[src/rtl/mips_pkg.sv]
// rtl/mips_pkg.sv - ALU control, opcode/funct constants and ID/EX word shared by the issue stage
package mips_pkg;

  localparam logic [3:0] ALU_AND = 4'b0000;
  localparam logic [3:0] ALU_OR  = 4'b0001;
  localparam logic [3:0] ALU_ADD = 4'b0010;
  localparam logic [3:0] ALU_SUB = 4'b0110;
  localparam logic [3:0] ALU_SLT = 4'b0111;
  localparam logic [3:0] ALU_NOR = 4'b1100;

  localparam logic [5:0] OP_RTYPE = 6'h00;
  localparam logic [5:0] OP_BEQ   = 6'h04;
  localparam logic [5:0] OP_ADDI  = 6'h08;
  localparam logic [5:0] OP_ADDIU = 6'h09;
  localparam logic [5:0] OP_SLTI  = 6'h0A;
  localparam logic [5:0] OP_ANDI  = 6'h0C;
  localparam logic [5:0] OP_ORI   = 6'h0D;
  localparam logic [5:0] OP_LW    = 6'h23;
  localparam logic [5:0] OP_SW    = 6'h2B;

  localparam logic [5:0] FN_ADD  = 6'h20;
  localparam logic [5:0] FN_ADDU = 6'h21;
  localparam logic [5:0] FN_SUB  = 6'h22;
  localparam logic [5:0] FN_SUBU = 6'h23;
  localparam logic [5:0] FN_AND  = 6'h24;
  localparam logic [5:0] FN_OR   = 6'h25;
  localparam logic [5:0] FN_NOR  = 6'h27;
  localparam logic [5:0] FN_SLT  = 6'h2A;

  typedef enum logic [1:0] {
    IMM_NONE = 2'd0,
    IMM_SEXT = 2'd1,
    IMM_ZEXT = 2'd2
  } imm_sel_e;

  typedef enum logic {
    DST_RD = 1'b0,
    DST_RT = 1'b1
  } dst_sel_e;

  typedef struct packed {
    logic        valid;
    logic [31:0] a;
    logic [31:0] b;
    logic [3:0]  alu_ctrl;
    logic [4:0]  dst;
    logic        reg_write;
  } idex_t;

  localparam idex_t IDEX_BUBBLE = '0;

endpackage

[src/rtl/alu_ctrl_dec.sv]
// rtl/alu_ctrl_dec.sv - combinational opcode/funct decode into ALU control and operand selects
module alu_ctrl_dec
  import mips_pkg::*;
(
  input  logic [5:0] opcode,
  input  logic [5:0] funct,
  output logic [3:0] alu_ctrl,
  output imm_sel_e   imm_sel,
  output dst_sel_e   dst_sel,
  output logic       reg_write,
  output logic       legal
);

  always_comb begin
    alu_ctrl  = ALU_AND;
    imm_sel   = IMM_NONE;
    dst_sel   = DST_RT;
    reg_write = 1'b0;
    legal     = 1'b1;
    case (opcode)
      OP_RTYPE: begin
        dst_sel   = DST_RD;
        reg_write = 1'b1;
        case (funct)
          FN_ADD, FN_ADDU: alu_ctrl = ALU_ADD;
          FN_SUB, FN_SUBU: alu_ctrl = ALU_SUB;
          FN_AND:          alu_ctrl = ALU_AND;
          FN_OR:           alu_ctrl = ALU_OR;
          FN_NOR:          alu_ctrl = ALU_NOR;
          FN_SLT:          alu_ctrl = ALU_SLT;
          default: begin
            legal     = 1'b0;
            reg_write = 1'b0;
          end
        endcase
      end
      OP_ADDI, OP_ADDIU, OP_LW: begin
        alu_ctrl  = ALU_ADD;
        imm_sel   = IMM_SEXT;
        reg_write = 1'b1;
      end
      OP_SLTI: begin
        alu_ctrl  = ALU_SLT;
        imm_sel   = IMM_SEXT;
        reg_write = 1'b1;
      end
      OP_ANDI: begin
        alu_ctrl  = ALU_AND;
        imm_sel   = IMM_ZEXT;
        reg_write = 1'b1;
      end
      OP_ORI: begin
        alu_ctrl  = ALU_OR;
        imm_sel   = IMM_ZEXT;
        reg_write = 1'b1;
      end
      OP_SW: begin
        alu_ctrl = ALU_ADD;
        imm_sel  = IMM_SEXT;
      end
      OP_BEQ: begin
        // Branch compare runs through the ALU as rs - rt
        alu_ctrl = ALU_SUB;
      end
      default: legal = 1'b0;
    endcase
  end

endmodule

[src/rtl/id_ex_alu_issue.sv]
// rtl/id_ex_alu_issue.sv - decode, operand select and ID/EX register feeding the ALU
module id_ex_alu_issue
  import mips_pkg::*;
(
  input  logic        clk,
  input  logic        reset,
  input  logic        in_valid,
  input  logic [31:0] instr,
  input  logic [31:0] rs_data,
  input  logic [31:0] rt_data,
  input  logic        stall,
  input  logic        flush,
  output logic        ex_valid,
  output logic [31:0] a,
  output logic [31:0] b,
  output logic [3:0]  ALU_Ctrl,
  output logic [4:0]  dst_reg,
  output logic        reg_write,
  output logic        illegal
);

  logic [3:0] dec_ctrl;
  imm_sel_e   dec_imm_sel;
  dst_sel_e   dec_dst_sel;
  logic       dec_reg_write;
  logic       dec_legal;
  logic [15:0] imm16;
  logic [4:0]  dec_dst;
  logic [31:0] dec_b;
  idex_t       next_word;
  idex_t       idex_q;
  logic        illegal_q;
  logic        unused_rs_field;

  // rs arrives already read from the register file, so its index is not needed here
  assign unused_rs_field = ^instr[25:21];
  assign imm16 = instr[15:0];

  alu_ctrl_dec u_dec (
    .opcode    (instr[31:26]),
    .funct     (instr[5:0]),
    .alu_ctrl  (dec_ctrl),
    .imm_sel   (dec_imm_sel),
    .dst_sel   (dec_dst_sel),
    .reg_write (dec_reg_write),
    .legal     (dec_legal)
  );

  always_comb begin
    case (dec_imm_sel)
      IMM_SEXT: dec_b = {{16{imm16[15]}}, imm16};
      IMM_ZEXT: dec_b = {16'h0000, imm16};
      default:  dec_b = rt_data;
    endcase
    dec_dst = (dec_dst_sel == DST_RD) ? instr[15:11] : instr[20:16];
  end

  always_comb begin
    next_word = IDEX_BUBBLE;
    if (in_valid && dec_legal) begin
      next_word.valid     = 1'b1;
      next_word.a         = rs_data;
      next_word.b         = dec_b;
      next_word.alu_ctrl  = dec_ctrl;
      next_word.dst       = dec_dst;
      next_word.reg_write = dec_reg_write && (dec_dst != 5'd0);
    end
  end

  always_ff @(posedge clk or posedge reset) begin
    if (reset) begin
      idex_q    <= IDEX_BUBBLE;
      illegal_q <= 1'b0;
    end else if (flush) begin
      idex_q    <= IDEX_BUBBLE;
      illegal_q <= 1'b0;
    end else if (!stall) begin
      idex_q    <= next_word;
      illegal_q <= in_valid && !dec_legal;
    end
  end

  assign ex_valid  = idex_q.valid;
  assign a         = idex_q.a;
  assign b         = idex_q.b;
  assign ALU_Ctrl  = idex_q.alu_ctrl;
  assign dst_reg   = idex_q.dst;
  assign reg_write = idex_q.reg_write;
  assign illegal   = illegal_q;

endmodule

[config.mk]
export PLATFORM = sky130hd
export DESIGN_NAME = id_ex_alu_issue
export DESIGN_NICKNAME = d
export VERILOG_FILES = /design/src/rtl/mips_pkg.sv /design/src/rtl/alu_ctrl_dec.sv /design/src/rtl/id_ex_alu_issue.sv
export SDC_FILE = /design/constraint.sdc
export NUM_CORES = 1
export LEC_CHECK = 0
export CAP_MARGIN = 20
export CORE_ASPECT_RATIO = 1.25
export CORE_UTILIZATION = 36
export DETAILED_ROUTE_END_ITERATION = 10
export GPL_TIMING_DRIVEN = 1
export PLACE_DENSITY = 0.83
export SETUP_SLACK_MARGIN = 0.4
export SLEW_MARGIN = 20
export SYNTH_ARGS = -nofsm -noshare
export SYNTH_HDL_FRONTEND = slang
export SYNTH_SLANG_ARGS = --single-unit
[constraint.sdc]
create_clock -name clk -period 2.5 [get_ports clk]
set_clock_uncertainty 0.15 [all_clocks]
set_input_delay 0.5 -clock clk [delete_from_list [all_inputs] [get_ports clk]]
set_output_delay 0.5 -clock clk [all_outputs]
set_load 0.05 [all_outputs]
==> metrics.txt, run 1 <==
Placed Cells 630; Slowest-stage cell, CP or3_4; Slew Limit Headroom 0.6378; Critical Path Source Type input port; I/O pin total 177; sequential area share after synthesis 0.5580; commonest non-fill, non-tap cell in the layout clkdlybuf4s50_1; DRT Pass-1 Iters 4; Post-Syn Area 3408 um2; core area 9174 um2; final cell count without fillers 675; fin nets 651; die area 9863 um2; Peak Freq 468.9 MHz; fin util 0.6844; #FFs+latches synth 76; Starting Density 0.3715; Congestion Overflow GR 0; RD Place Congestion 0.8748; CP startpoint instr[0]; Cell Pwr Density 464.9 nW/um2; asr flop ratio synth 1.000; top cell type by total area after synthesis dfrtp_1; crit end category register; HPWL after detailed placement 7526 um; R2R cell count 1; CP peak stage delay 350 ps; Mean Syn Cell Area 10.62 um2; syn nets 424; CTS tree built; via count 3619; Final Hold Fails 0; Die Span X 89.03 um; first-pass GRT wire length 18110 um; WS Path Type input port to register; Reg-to-Reg End a[31]$_DFFE_PP0P_; synth unique cells 37; crit path to a[10]$_DFFE_PP0P_; Final WS setup 367.3 ps; Synth top area share 0.5580; PortBufs 171; clock sinks 76; Main synth FF type dfrtp_1; most used cell, CP buf_12; status finished clean; vias per cell 5.361; crit path DAT 2250 ps; cell area after layout 6279 um2; R2R Setup Slk 1640 ps; routed len/inst 18.02 um; Synth Instances 321; largest net degree at the start of global routing 52; Synth area leaders dfrtp_1 56%, a22o_1 8.5%, o21ai_0 5.7%; reg2reg start a[31]$_DFFE_PP0P_; fin crit share 0.8531; clk slew on worst S/H paths 50 ps; clk_lat worst skew 330 ps; Syn. warnings 0; # setup viols final 0; RSZ-0062 raised after global routing true; final worst path period need 2133 ps; cells along the critical path buf_6 -> or2b_1 -> mux2_4 -> or3_4 -> buf_6 -> o2bb2ai_4 -> buf_12 -> buf_12 -> buf_12 -> a22o_1; Setup WS pre-CTS -489.6 ps; hold_buf cts 0; Syn-to-layout area delta 84.21%; Least-Margin Pin Slew 545.5 ps; Chip Height 110.8 um; standard-cell rows 39; max-cap violations 0; Clock Path Buffers 2; Routed Antenna Nets 0; initial antenna violation count 0; most frequent cells in the layout 83 x clkdlybuf4s50_1, 78 x dlygate4sd2_1, 76 x dfrtp_1; Num CTS Buffers 9; H-tree depth 3; Final Max Tran Viols 0; maximum VDD drop 391.2 uV; final wirelength 12160 um; root buf cell clkbuf_16; drt initial violations 198; # diodes 0; Post-synth EDFFs 0; Total Routing Usage GR 0.2437; Pleak 3.107 nW; share of layout cells above drive strength 1 0.2428; Placed Area 5512 um2; CP max FO 7; CP required 2610 ps; vias in the first global route 3673; hold crit path type input port to async pin; post-route DRC violation count 0
[layout make-up]
type / instances / area (um2)
tap: 123 / 153.9
sequential: 76 / 1902
clock buffer: 13 / 260.3
inverter: 7 / 30.03
clock inverter: 2 / 10.01
timing repair buffer: 233 / 2253
fill: 712 / 2895
multi-input combinational: 221 / 1669
[worst max-delay path: cells and delay by family]
family	cells	cell delay, ps
and+or+nand+nor	2	600
buffers and inverters	5	560
muxes	1	300
AOI/OAI and AO/OA	2	280
[layer usage]
metal / wire length [um] / GRT usage
met5: 0 / 0
met4: 479 / 0.1312
met3: 791 / 0.05361
met2: 6145 / 0.3995
met1: 4747 / 0.2927
[cell families after synthesis]
kind of cell,share of synthesized area
compound gates,0.2533
simple gates,0.1065
buf+inv,0.05066
flops,0.5580
fa+ha+maj,0.007341
mux,0.02423
[per-stage QoR]
step / setup TNS, ps / total power, W / hold slack [ps]
after floorplan: 0 / 0.001439 / 482.7
after global placement: -20780 / 0.001687 / 313.0
after detailed placement: -24550 / 0.001697 / 321.1
after CTS: 0 / 0.002905 / 255.5
after global routing: 0 / 0.003026 / 260.2
final: 0 / 0.002919 / 262.1
[what timing repair did]
item | in CTS | in global routing
buffers inserted | 15 | 5
gates cloned | 6 | 4
pin swaps | 11 | 14
setup endpoints to repair | 152 | 74
resized for setup | 133 | 39
[power breakdown]
part / switching [W] / internal (W) / leakage, nW
Combinational: 0.000232 / 0.000255 / 1.91
Sequential: 0.00000636 / 0.00124 / 1.06
Clock: 0.000465 / 0.000717 / 0.135
Total: 0.000704 / 0.00222 / 3.11
[worst min-delay path by stage]
stage	from	end	slack, ps	cells past startpoint
final	reset	a[18]$_DFFE_PP0P_	260	2
after global routing	reset	a[18]$_DFFE_PP0P_	260	2
after CTS	reset	a[18]$_DFFE_PP0P_	260	2
after detailed placement	ex_valid$_DFFE_PP0P_	ex_valid$_DFFE_PP0P_	320	2
after global placement	b[28]$_DFFE_PP0P_	b[28]$_DFFE_PP0P_	310	2
after floorplan	rs_data[0]	a[0]$_DFFE_PP0P_	480	1
[cells in the mapped netlist, types with 2 or more instances]
| cell | number |
|---|---|
| a21oi_1 | 21 |
| a22o_1 | 33 |
| a22oi_1 | 16 |
| a31oi_1 | 2 |
| a32o_1 | 2 |
| buf_6 | 8 |
| clkbuf_1 | 15 |
| dfrtp_1 | 76 |
| ha_1 | 2 |
| inv_1 | 7 |
| mux2_2 | 2 |
| mux2i_1 | 6 |
| nand2_1 | 50 |
| nor2_1 | 9 |
| nor2b_1 | 2 |
| nor3_1 | 5 |
| o21ai_0 | 39 |
| o21ai_1 | 3 |
| o32ai_1 | 2 |
| or2_2 | 3 |
| or2b_1 | 2 |
(Power assumes the default switching activity.)
==> inputs of run 2 (changes only) <==
Settings changed: CORE_ASPECT_RATIO 1.25 to 1.1, PLACE_DENSITY 0.83 to 0.77.
==> run 2 against run 1 <==
  * First-iteration DRC count down 52%
  * Sequential share of layout area rose by 1.2 points
  * Maximum frequency is essentially flat
  * Critical path depth down 1
  * Wire length is 12% lower
  * Largest power group unchanged
  * Sequential cell count unchanged
==> metrics.txt, run 2 (synthesis gave the netlist of run 1 again) <==
most frequent cells in the layout 83 x clkdlybuf4s50_1, 81 x dlygate4sd2_1, 76 x dfrtp_1; Critical Path Source Type input port; Syn-to-layout area delta 76.98%; Final Max Tran Viols 0 (unchanged); Final WS setup 369.2 ps (+1.911 ps); GRT met3 Usage 0.03509 (-0.01852); GR Util met2 0.3869 (-0.01254); final worst path period need 2131 ps (-1.911 ps); Die Span X 94.77 um (+6.4%); hold_buf cts 0 (unchanged); Total Routing Usage GR 0.2247 (-0.01900); routed len/inst 16.27 um (-9.7%); Starting Density 0.3783 (+0.006811); drt initial violations 96 (-52%); largest net degree at the start of global routing 32 (-38%); crit end category register; initial antenna violation count 0 (unchanged); # setup viols final 0 (unchanged); final wirelength 10680 um (-12%); Cell Pwr Density 434.0 nW/um2 (-6.6%); CP max FO 7 (unchanged); status finished clean; CP required 2620 ps (about the same); Setup WS pre-CTS -424.5 ps (+65.16 ps); Congestion Overflow GR 0 (unchanged); H-tree depth 3 (unchanged); Peak Freq 469.3 MHz (about the same); standard-cell rows 36 (-7.7%); HPWL after detailed placement 7515 um (-0.15%); Pleak 3.031 nW (-2.4%); clk slew on worst S/H paths 80 ps (+30 ps); vias in the first global route 3499 (-4.7%); Num CTS Buffers 9 (unchanged); first-pass GRT wire length 17260 um (-4.7%); Clock Path Buffers 2 (unchanged); Least-Margin Pin Slew 534.7 ps (-10.82 ps); clock sinks 76 (unchanged); fin crit share 0.8523 (about the same); core area 9009 um2 (-1.8%); Routed Antenna Nets 0 (unchanged); Final Hold Fails 0 (unchanged); setup tns final 0 ps (unchanged); root buf cell clkbuf_8; fin util 0.6696 (-0.01481); fill cell count 748 (+5.1%); max-cap violations 0 (unchanged); RSZ-0062 raised after global routing true; WS Path Type input port to register; die area 9861 um2 (about the same); CTS tree built; clk_lat worst skew 330 ps (about the same); GR Layer Usage met1 0.2778 (-0.01488); hold crit path type register to register; Chip Height 104.1 um (-6.1%); # diodes 0 (unchanged); crit path DAT 2260 ps (about the same); Most Crowded Layer GR met2; via count 3423 (-5.4%); commonest non-fill, non-tap cell in the layout clkdlybuf4s50_1; vias per cell 5.218 (-2.7%); RD Place Congestion 0.8437 (-3.6%); DRT Pass-1 Iters 4 (unchanged); PortBufs 171 (unchanged); maximum VDD drop 293.4 uV (-25%); fin nets 641 (-1.5%); Slew Limit Headroom 0.6450 (+0.007182); share of layout cells above drive strength 1 0.2196 (-0.02320); I/O pin total 177 (unchanged); post-route DRC violation count 0 (unchanged)
[run 2: timing repair]
action / CTS / global route
cloned: 4 / 0
endpoints found under the hold margin: 0 / 0
buffers inserted: 18 / 1
pin swaps: 18 / 4
gates resized for setup: 145 / 17
endpoints found under the setup margin: 152 / 36
[run 2: final timing paths]
path	from	cells after the start	endpoint	slack [ps]
max	instr[0]	9	b[3]$_DFFE_PP0P_	370
min	ex_valid$_DFFE_PP0P_	2	ex_valid$_DFFE_PP0P_	320
max reg2reg	a[29]$_DFFE_PP0P_	1	a[29]$_DFFE_PP0P_	1600
min reg2reg	ex_valid$_DFFE_PP0P_	2	ex_valid$_DFFE_PP0P_	320
max in group asynchronous	reset	3	b[30]$_DFFE_PP0P_	1270
min in group asynchronous	reset	2	b[26]$_DFFE_PP0P_	420
[run 2: metrics by stage]
step / hold WS (ps) / total power (W) / instances / instance area (um2)
CTS: 325.5 / 0.002632 / 655 / 5984
global placement: 307.4 / 0.001691 / 618 / 5515
finish: 321.0 / 0.002618 / 656 / 6032
global route: 335.4 / 0.002729 / 656 / 6032
floorplan: 482.7 / 0.001439 / 321 / 3492
detailed placement: 312.5 / 0.001700 / 618 / 5515
[run 2: layer usage]
metal,part of all wire,wire (um)
met5,0,0
met4,0.025,269
met3,0.052,555
met2,0.51,5438
met1,0.41,4413
[run 2: area by class of cell]
cell class,instances,area (um2),share of cell area
Inverter,7,30.03,0.004978
Clock inverter,6,65.06,0.01079
Tap cell,114,142.6,0.02365
Timing Repair Buffer,229,2265,0.3754
Sequential cell,76,1902,0.3153
Clock buffer,9,123.9,0.02054
Multi-Input combinational cell,215,1504,0.2493
[run 2: critical path: stages]
cell and delay, ps:
buf_6 90, or2b_1 240, mux2_4 300, or3_4 400
buf_6 140, a2bb2oi_4 170, buf_12 150, buf_16 140
o21ai_2 110
[run 2: power by group]
group / total, W / switching [W] / internal [W]
clock network: 0.000908 / 0.000451 / 0.000457
registers: 0.00125 / 0.00000590 / 0.00124
logic: 0.000463 / 0.000214 / 0.000250
total: 0.00262 / 0.000671 / 0.00195
